$ cat config.mk
export PLATFORM = sky130hd
export DESIGN_NAME = spi_ide_host
export DESIGN_NICKNAME = d
export VERILOG_FILES = /design/src/rtl/spi_ide_pkg.sv /design/src/rtl/spi_ide_clkdiv.sv /design/src/rtl/spi_ide_host.sv
export SDC_FILE = /design/constraint.sdc
export NUM_CORES = 1
export LEC_CHECK = 0
export BUFFER_PORTS_ARGS = -buffer_cell sky130_fd_sc_hd__buf_2
export CORE_MARGIN = 2
export CORE_UTILIZATION = 25
export DETAILED_ROUTE_END_ITERATION = 10
export PLACE_DENSITY = 0.41
export SETUP_SLACK_MARGIN = 0.3
export SLEW_MARGIN = 25
export SYNTH_ARGS = -nofsm -noshare
export SYNTH_HDL_FRONTEND = slang
export SYNTH_SLANG_ARGS = --single-unit
$ cat constraint.sdc
create_clock -name clk -period 2.8 [get_ports clk]
set_clock_uncertainty 0.1 [all_clocks]
set_input_delay 0.14 -clock clk [delete_from_list [all_inputs] [get_ports clk]]
set_output_delay 0.14 -clock clk [all_outputs]
set_load 0.02 [all_outputs]
$ cat src/rtl/spi_ide_pkg.sv
// rtl/spi_ide_pkg.sv - shared SPI-IDE frame layout and host state encoding
package spi_ide_pkg;

  typedef enum logic [2:0] {
    ST_IDLE,
    ST_SETUP,
    ST_SHIFT,
    ST_HOLD,
    ST_GAP
  } state_t;

  localparam int FRAME_BITS   = 24;
  localparam int CMD_BITS     = 8;
  localparam int DATA_BITS    = FRAME_BITS - CMD_BITS;
  localparam int CMD_WR_BIT   = 7;
  localparam int CMD_ADDR_MSB = 2;
  localparam int CMD_ADDR_LSB = 0;

  function automatic logic [FRAME_BITS-1:0] build_frame(
    input logic                 wr,
    input logic [2:0]           addr,
    input logic [DATA_BITS-1:0] wdata
  );
    logic [CMD_BITS-1:0] cmd;
    cmd                            = '0;
    cmd[CMD_WR_BIT]                = wr;
    cmd[CMD_ADDR_MSB:CMD_ADDR_LSB] = addr;
    return {cmd, wdata};
  endfunction

endpackage

$ cat src/rtl/spi_ide_clkdiv.sv
// rtl/spi_ide_clkdiv.sv - sclk half-period tick generator, counts only while enabled
module spi_ide_clkdiv #(
  parameter int CLKDIV = 2
) (
  input  logic clk,
  input  logic rstn,
  input  logic en,
  output logic tick
);

  localparam logic [7:0] LAST = 8'(CLKDIV - 1);

  logic [7:0] cnt;

  always_ff @(posedge clk or negedge rstn) begin
    if (!rstn) begin
      cnt <= '0;
    end else if (!en || cnt == LAST) begin
      cnt <= '0;
    end else begin
      cnt <= cnt + 8'd1;
    end
  end

  assign tick = en && (cnt == LAST);

endmodule

$ cat src/rtl/spi_ide_host.sv
// rtl/spi_ide_host.sv - SPI-IDE bridge initiator, 24-bit mode-0 frames
// Optional irq/irq_ack completion interrupt under SPI_IDE_HOST_IRQ_EN.
module spi_ide_host
  import spi_ide_pkg::*;
#(
  parameter int CLKDIV = 2
) (
  input  logic        clk,
  input  logic        rstn,
  input  logic        req,
  input  logic        wr,
  input  logic [2:0]  addr,
  input  logic [15:0] wdata,
  output logic [15:0] rdata,
  output logic        busy,
  output logic        done,
  output logic        seln,
  output logic        sclk,
  output logic        mosi,
  input  logic        miso
`ifdef SPI_IDE_HOST_IRQ_EN
  ,
  output logic        irq,
  input  logic        irq_ack
`endif
);

  localparam logic [4:0] BIT_LAST = 5'(FRAME_BITS - 1);

  state_t                  state, state_next;
  logic [FRAME_BITS-1:0]   sr;
  logic [4:0]              bit_cnt;
  logic                    sclk_q, mosi_q, done_q, wr_q, gap_half;
  logic [15:0]             rdata_q;
  logic                    tick;
  logic                    accept, rise, fall, hold_end, gap_tick, finish;

  spi_ide_clkdiv #(.CLKDIV(CLKDIV)) u_clkdiv (
    .clk  (clk),
    .rstn (rstn),
    .en   (state != ST_IDLE),
    .tick (tick)
  );

  always_ff @(posedge clk or negedge rstn) begin
    if (!rstn) begin
      state <= ST_IDLE;
    end else begin
      state <= state_next;
    end
  end

  // The done cycle is already IDLE, so acceptance waits for the cycle after it.
  always_comb begin
    state_next = state;
    accept     = 1'b0;
    rise       = 1'b0;
    fall       = 1'b0;
    hold_end   = 1'b0;
    gap_tick   = 1'b0;
    finish     = 1'b0;
    case (state)
      ST_IDLE: begin
        if (req && !done_q) begin
          accept     = 1'b1;
          state_next = ST_SETUP;
        end
      end
      ST_SETUP: begin
        if (tick) state_next = ST_SHIFT;
      end
      ST_SHIFT: begin
        if (tick) begin
          if (!sclk_q) begin
            rise = 1'b1;
          end else begin
            fall = 1'b1;
            if (bit_cnt == BIT_LAST) state_next = ST_HOLD;
          end
        end
      end
      ST_HOLD: begin
        if (tick) begin
          hold_end   = 1'b1;
          state_next = ST_GAP;
        end
      end
      ST_GAP: begin
        if (tick) begin
          gap_tick = 1'b1;
          if (gap_half) begin
            finish     = 1'b1;
            state_next = ST_IDLE;
          end
        end
      end
      default: state_next = ST_IDLE;
    endcase
  end

  always_ff @(posedge clk or negedge rstn) begin
    if (!rstn) begin
      sr       <= '0;
      bit_cnt  <= '0;
      sclk_q   <= 1'b0;
      mosi_q   <= 1'b0;
      done_q   <= 1'b0;
      wr_q     <= 1'b0;
      gap_half <= 1'b0;
      rdata_q  <= '0;
    end else begin
      done_q <= finish;
      if (accept) begin
        sr       <= build_frame(wr, addr, wdata);
        mosi_q   <= wr;
        wr_q     <= wr;
        bit_cnt  <= '0;
        gap_half <= 1'b0;
      end
      if (rise) begin
        sclk_q <= 1'b1;
        sr     <= {sr[FRAME_BITS-2:0], miso};
      end
      // After each rise the outgoing bit has moved up into sr[23].
      if (fall) begin
        sclk_q <= 1'b0;
        if (bit_cnt != BIT_LAST) begin
          bit_cnt <= bit_cnt + 5'd1;
          mosi_q  <= sr[FRAME_BITS-1];
        end
      end
      if (hold_end) mosi_q <= 1'b0;
      if (gap_tick) gap_half <= ~gap_half;
      if (finish && !wr_q) rdata_q <= sr[15:0];
    end
  end

  assign seln  = !(state == ST_SETUP || state == ST_SHIFT || state == ST_HOLD);
  assign busy  = (state != ST_IDLE);
  assign sclk  = sclk_q;
  assign mosi  = mosi_q;
  assign done  = done_q;
  assign rdata = rdata_q;

`ifdef SPI_IDE_HOST_IRQ_EN
  always_ff @(posedge clk or negedge rstn) begin
    if (!rstn) begin
      irq <= 1'b0;
    end else if (done_q) begin
      irq <= 1'b1;
    end else if (irq_ack) begin
      irq <= 1'b0;
    end
  end
`endif

endmodule
# Word level (Yosys, flattened, before mapping)
# Index checks and enable logic that the tools add are counted.
dict set report word_totals {
  out_inout_bits 21
  regBits 61
  elab_cells 81
  inputBits 24
}
dict set report classes {
  n_eq_ne 15
  n_mux 37
  reduce_logical 16
  add_sub_neg 2
  bitwise 1
}
# op count
set op_table {}
lappend op_table {{$mux W24} 2}
lappend op_table {{$mux W3} 8}
lappend op_table {{$mux W1} 22}
lappend op_table {{$ne A2 B2 Y1 const B} 8}
lappend op_table {{$mux W5} 3}
lappend op_table {{$pmux W3 S5} 1}
lappend op_table {{$add A8 B1 Y8 const B} 1}
lappend op_table {{$eq A8 B1 Y1 const B} 1}
lappend op_table {{$mux W8} 1}
lappend op_table {{$reduce_and A8 Y1} 1}
lappend op_table {{$eq A3 B2 Y1 const B} 2}
lappend op_table {{$reduce_bool A2 Y1} 3}
lappend op_table {{$add A5 B1 Y5 const B} 1}
lappend op_table {{$eq A5 B5 Y1 const B} 1}
lappend op_table {{$ne A5 B5 Y1 const B} 1}
lappend op_table {{$logic_not A1 Y1} 4}
lappend op_table {{$eq A3 B1 Y1 const B} 1}
lappend op_table {{$eq A3 B3 Y1 const B} 1}
lappend op_table {{$logic_and A1 B1 Y1} 3}
lappend op_table {{$logic_not A3 Y1} 1}
lappend op_table {{$logic_or A1 B1 Y1} 3}
lappend op_table {{$reduce_bool A3 Y1} 1}
lappend op_table {{$not A1 Y1} 1}

# Depth between registers and ports, before layout
dict set report logic_depth {
  ltp_word 8
  ltp_mapped 8
  ltp_nobuf 6
}

# Modules after synthesis
# Synthesis repeated with hierarchy kept, for this count alone.
dict set report unflattened {
  cells_unflattened 229
  area_unflattened_um2 2803.9
}
# mod area_per_inst_um2 cells_per_inst seq_area_each_um2 n_inst
set modules_own_cells {}
lappend modules_own_cells {spi_ide_host 2402.3 189 1326.3 1}
lappend modules_own_cells {spi_ide_clkdiv 401.6 40 200.2 1}

# Least setup slack after synthesis
# OpenSTA, ideal clock, no wires.
dict set report synth_path {
  path_type {reg-to-reg}
  from {register u_clkdiv.cnt[1]}
  to {register sr[10]}
  setup_ps 118
  period_less_slack_ps 2223
  arrival_ps 2005
  required_ps 2582
  stages_incl_launch_ff 8
  path_slack_ps 577
  cell_sequence {dfrtp_1 > inv_1 > ha_1 > or4b_4 > nor4b_4 > nor2_4 > buf_6 > a21o_1}
}
dict set report synth_via {
  elab_chain_cells 5
}
# item line_no
set synth_rtl {}
lappend synth_rtl {{start: declaration} spi_ide_clkdiv.sv:13} ;# logic [7:0] cnt;
lappend synth_rtl {{start signal: assignment} spi_ide_clkdiv.sv:21} ;# cnt <= cnt + 8'd1;
lappend synth_rtl {{$eq A8 B1 Y1 *} spi_ide_clkdiv.sv:25} ;# assign tick = en && (cnt == LAST);
lappend synth_rtl {{$logic_and A1 B1 Y1 *} spi_ide_clkdiv.sv:25}
lappend synth_rtl {{$mux W1 *} spi_ide_host.sv:73} ;# if (tick) begin
lappend synth_rtl {{$mux W1 *} spi_ide_host.sv:62} ;# case (state)
lappend synth_rtl {{$mux W24 / $reduce_bool A2 Y1 (equally long branches)} --}
lappend synth_rtl {{end signal: assignment} spi_ide_host.sv:114} ;# sr <= build_frame(wr, addr, wdata);
lappend synth_rtl {{end signal: assignment} spi_ide_host.sv:122} ;# sr <= {sr[FRAME_BITS-2:0], miso};
lappend synth_rtl {{end: declaration} spi_ide_host.sv:31} ;# logic [FRAME_BITS-1:0] sr;
# Mark *: on every way between the ends. The rest lies on a longest branch, timed or not.
# A chain may end at the register's enable or synchronous reset.

# Final worst setup path
dict set report layout_path {
  from {register u_clkdiv.cnt[1]}
  to {register sr[3]}
}
# Same word-level chain as after synthesis.

==> out/results.txt <==
FP Rows - 38
H-tree levels - 3
Yosys warns - 0
WL final - 6.404 mm
Top-area cell type share of the netlist area - 0.5454
Syn Std Cell Area - 2799 um^2
Reg area - 1526 um^2
Grt ovf - 0
CTS tree - built
Max-slew headroom - 0.6185
I/O pins - 45
Initial core utilization - 0.2571
Crit Path Max Fanout - 19
Post-synth cell types - 45
CP max stage cell - or4b_4
Share of post-route cells with drive strength above 1 - 0.3023
Post-Syn Nets - 261
Crit-path cells - inv_1, ha_1, or4b_4, nor4b_4, nor2_4, a221o_1
Area leader, netlist - dfrtp_1
Internal - 1.863 mW
Clk pwr share - 0.236
Leak - 1.765 nW
GPL Wtd Cong - 0.7608
Commonest non-fill, non-tap cell in the layout - dfrtp_1
Initial antenna violation count - 0
Sw Share - 0.3755
Pwr/cell area - 867.7 nW/um^2
Syn_area_per_cell - 11.96 um^2
XOR/XNOR Fraction of Synth Area - 0.02503
Main combinational cell family by area after synthesis - simple AND/OR/NAND/NOR gates
Via count - 1,976
HP Class - primary input to flop
Max frequency - 445.4 MHz
Setup TNS - 0 ps
Arrival @ worst endpoint - 2370 ps
Worst-Margin Slew - 572.3 ps
Clock-pin slew on the worst setup and hold paths - 70 ps
Logic pwr share - 0.318
FILL cells - 1,139
TritonRoute pass-1 iters - 4
Die ar. - 12,060 um^2
Largest net degree at the start of global routing - 24
EDFF count, synth - 0
Ys flop type - dfrtp_1
Post-synthesis register bit count - 61
Num CTS Buffers - 9
Commonest cells after routing, fill and taps aside - dfrtp_1 (61), buf_2 (44), nand2_1 (23), a22o_1 (18), a21o_1 (18)
Post-synthesis async set-or-reset flop share - 1.000
Max-cap viol count - 0
Vias per cell - 4.481
CP Class - flop to flop
Fin cells - 441
I/O Buffers - 44
Vias in the first global route - 2,092
Top cells by area, synth - dfrtp_1 (55%), a22o_1 (5.6%), mux2_4 (5.4%)
Period utilization - 0.8018
Nets - 323
Drt drc - 0
Diode count - 0
Skew-Pair Late Insertion Delay - 340 ps
Crit end category - flop
Root buffer cell - clkbuf_8
Overall Global Routing Usage - 0.1152
# placed instances - 418
Worst EP required - 2930 ps
Post-Synthesis Cells - 234
Slew Limit Fails - 0
Initial DRC count - 67
Max VDD drop - 299.1 uV
Area grow syn2layout - 22.84%
First-pass GRT wire length - 10.54 mm
Die Y - 109.8 um
Core area - 10,890 um^2
Outcome - complete, no violations
Post-synthesis sequential area ratio - 0.5454
Post-route antenna net violation count - 0
Startpoint types - flop
Flop2flop setup slack - 550 ps
Endpoints failing hold - 0
Cts repair resizes - 0
DP Wirelength - 4.482 mm
Seq pwr share - 0.445
CTS sink cnt - 61
Synth Area in Simple Gates - 0.1529
Tmin final - 2245 ps
CTS max path bufs - 2
Chip width - 109.8 um
CP max stage delay - 510 ps
Synth Area in Adders - 0.01341
RSZ-0062 raised after global routing - false
Mux contribution to synthesized area - 0.08851
Sw Pwr - 1.120 mW
Final Setup Violations - 0
Wire per inst - 14.52 um
Footprint of the multi-input gates - 1184 um^2
Post-synthesis compound-gate area fraction - 0.1430
## repair_timing
item,in CTS,in global routing
setup buffers,0,0
setup endpoints to repair,0,0
hold buffers,7,0
endpoints found under the hold margin,27,0
## layout make-up
class / count / share of cell area
clock buffer: 9 / 0.03603
clock inverter: 7 / 0.01528
inverter: 5 / 0.005459
multi-input combinational: 159 / 0.3443
sequential: 61 / 0.4440
tap: 140 / 0.05095
timing repair buffer: 60 / 0.1041
## worst max-delay path, delay by kind of cell (launching register included)
family | cells | cell delay [ps]
AO/OA/AOI/OAI | 1 | 330
adder cells (fa/ha/maj) | 1 | 140
buffers and inverters | 1 | 70
flip-flops | 1 | 420
AND/OR/NAND/NOR | 3 | 1070
## per-layer routing
| layer | vias to the layer above | GRT usage | part of all wire |
|---|---|---|---|
| met1 | 955 | 0.1555 | 0.49 |
| met2 | 43 | 0.1722 | 0.44 |
| met5 | - | 0 | 0 |
| met4 | 0 | 0.04069 | 0.019 |
| met3 | 12 | 0.03734 | 0.051 |
| li1 | 966 | - | - |
## per-stage QoR
step	cell area, um^2	total power [mW]	worst slack (ps)	utilization	hold WS, ps
6_report	3438	2.983	554.8	0.3158	10.72
5_1_grt	3438	3.230	372.1	0.3158	3.291
4_1_cts	3438	3.042	542.2	0.3158	4.274
3_5_place_dp	3192	2.309	551.7	0.2932	68.21
3_3_place_gp	3192	2.311	542.8	0.2932	76.04
2_1_floorplan	2799	2.004	577.2	-	-255.6
## final timing paths
| check | from | to | cells past startpoint |
|---|---|---|---|
| max reg2reg | u_clkdiv.cnt[1] | sr[3] | 6 |
| max | u_clkdiv.cnt[1] | sr[3] | 6 |
| min in group asynchronous | rstn | rdata[15] | 2 |
| min | wdata[4] | sr[4] | 3 |
| max in group asynchronous | rstn | rdata[4] | 3 |
| min reg2reg | wr_q | wr_q | 2 |
## cells by family (layout without fill, tap and decap cells)
group / Yosys count / after routing
simple gates: 76 / 76
flops: 61 / 61
compound gates: 53 / 53
mux: 19 / 19
buf+inv: 14 / 81
xor+xnor: 8 / 8
fa+ha+maj: 3 / 3
## power by group through the flow
stage               Clock, mW  Combinational, mW  Sequential, mW
floorplan                   0              0.706            1.30
global placement            0              0.959            1.35
detailed placement          0              0.960            1.35
CTS                     0.736              0.975            1.33
global route            0.788               1.07            1.37
finish                  0.705              0.950            1.33
## synth_stat cells, types with 2 or more instances
| library cell | number |
|---|---|
| ha_1 | 3 |
| mux2_1 | 5 |
| a21o_1 | 18 |
| mux2i_1 | 3 |
| buf_2 | 2 |
| nor3_1 | 3 |
| nand3_1 | 14 |
| xor2_1 | 6 |
| o21ai_1 | 5 |
| and3_1 | 2 |
| a22o_1 | 18 |
| xnor2_1 | 2 |
| mux2_4 | 10 |
| o21ai_0 | 3 |
| or2_2 | 2 |
| buf_6 | 4 |
| dfrtp_1 | 61 |
| clkbuf_1 | 2 |
| or3_1 | 2 |
| a31oi_1 | 2 |
| nand4_1 | 2 |
| a21oi_1 | 2 |
| and2_1 | 2 |
| inv_1 | 5 |
| a31o_2 | 2 |
| nor2_1 | 13 |
| nand2_1 | 23 |
## sequential cells by signal, indices dropped and copies added, names as in the netlist
register,count
sr,24
rdata,16
u_clkdiv.cnt,8
bit_cnt,5
state,3
done,1
gap_half,1
mosi,1
sclk,1
wr_q,1
Note: power is estimated with default switching activity, not from simulation.
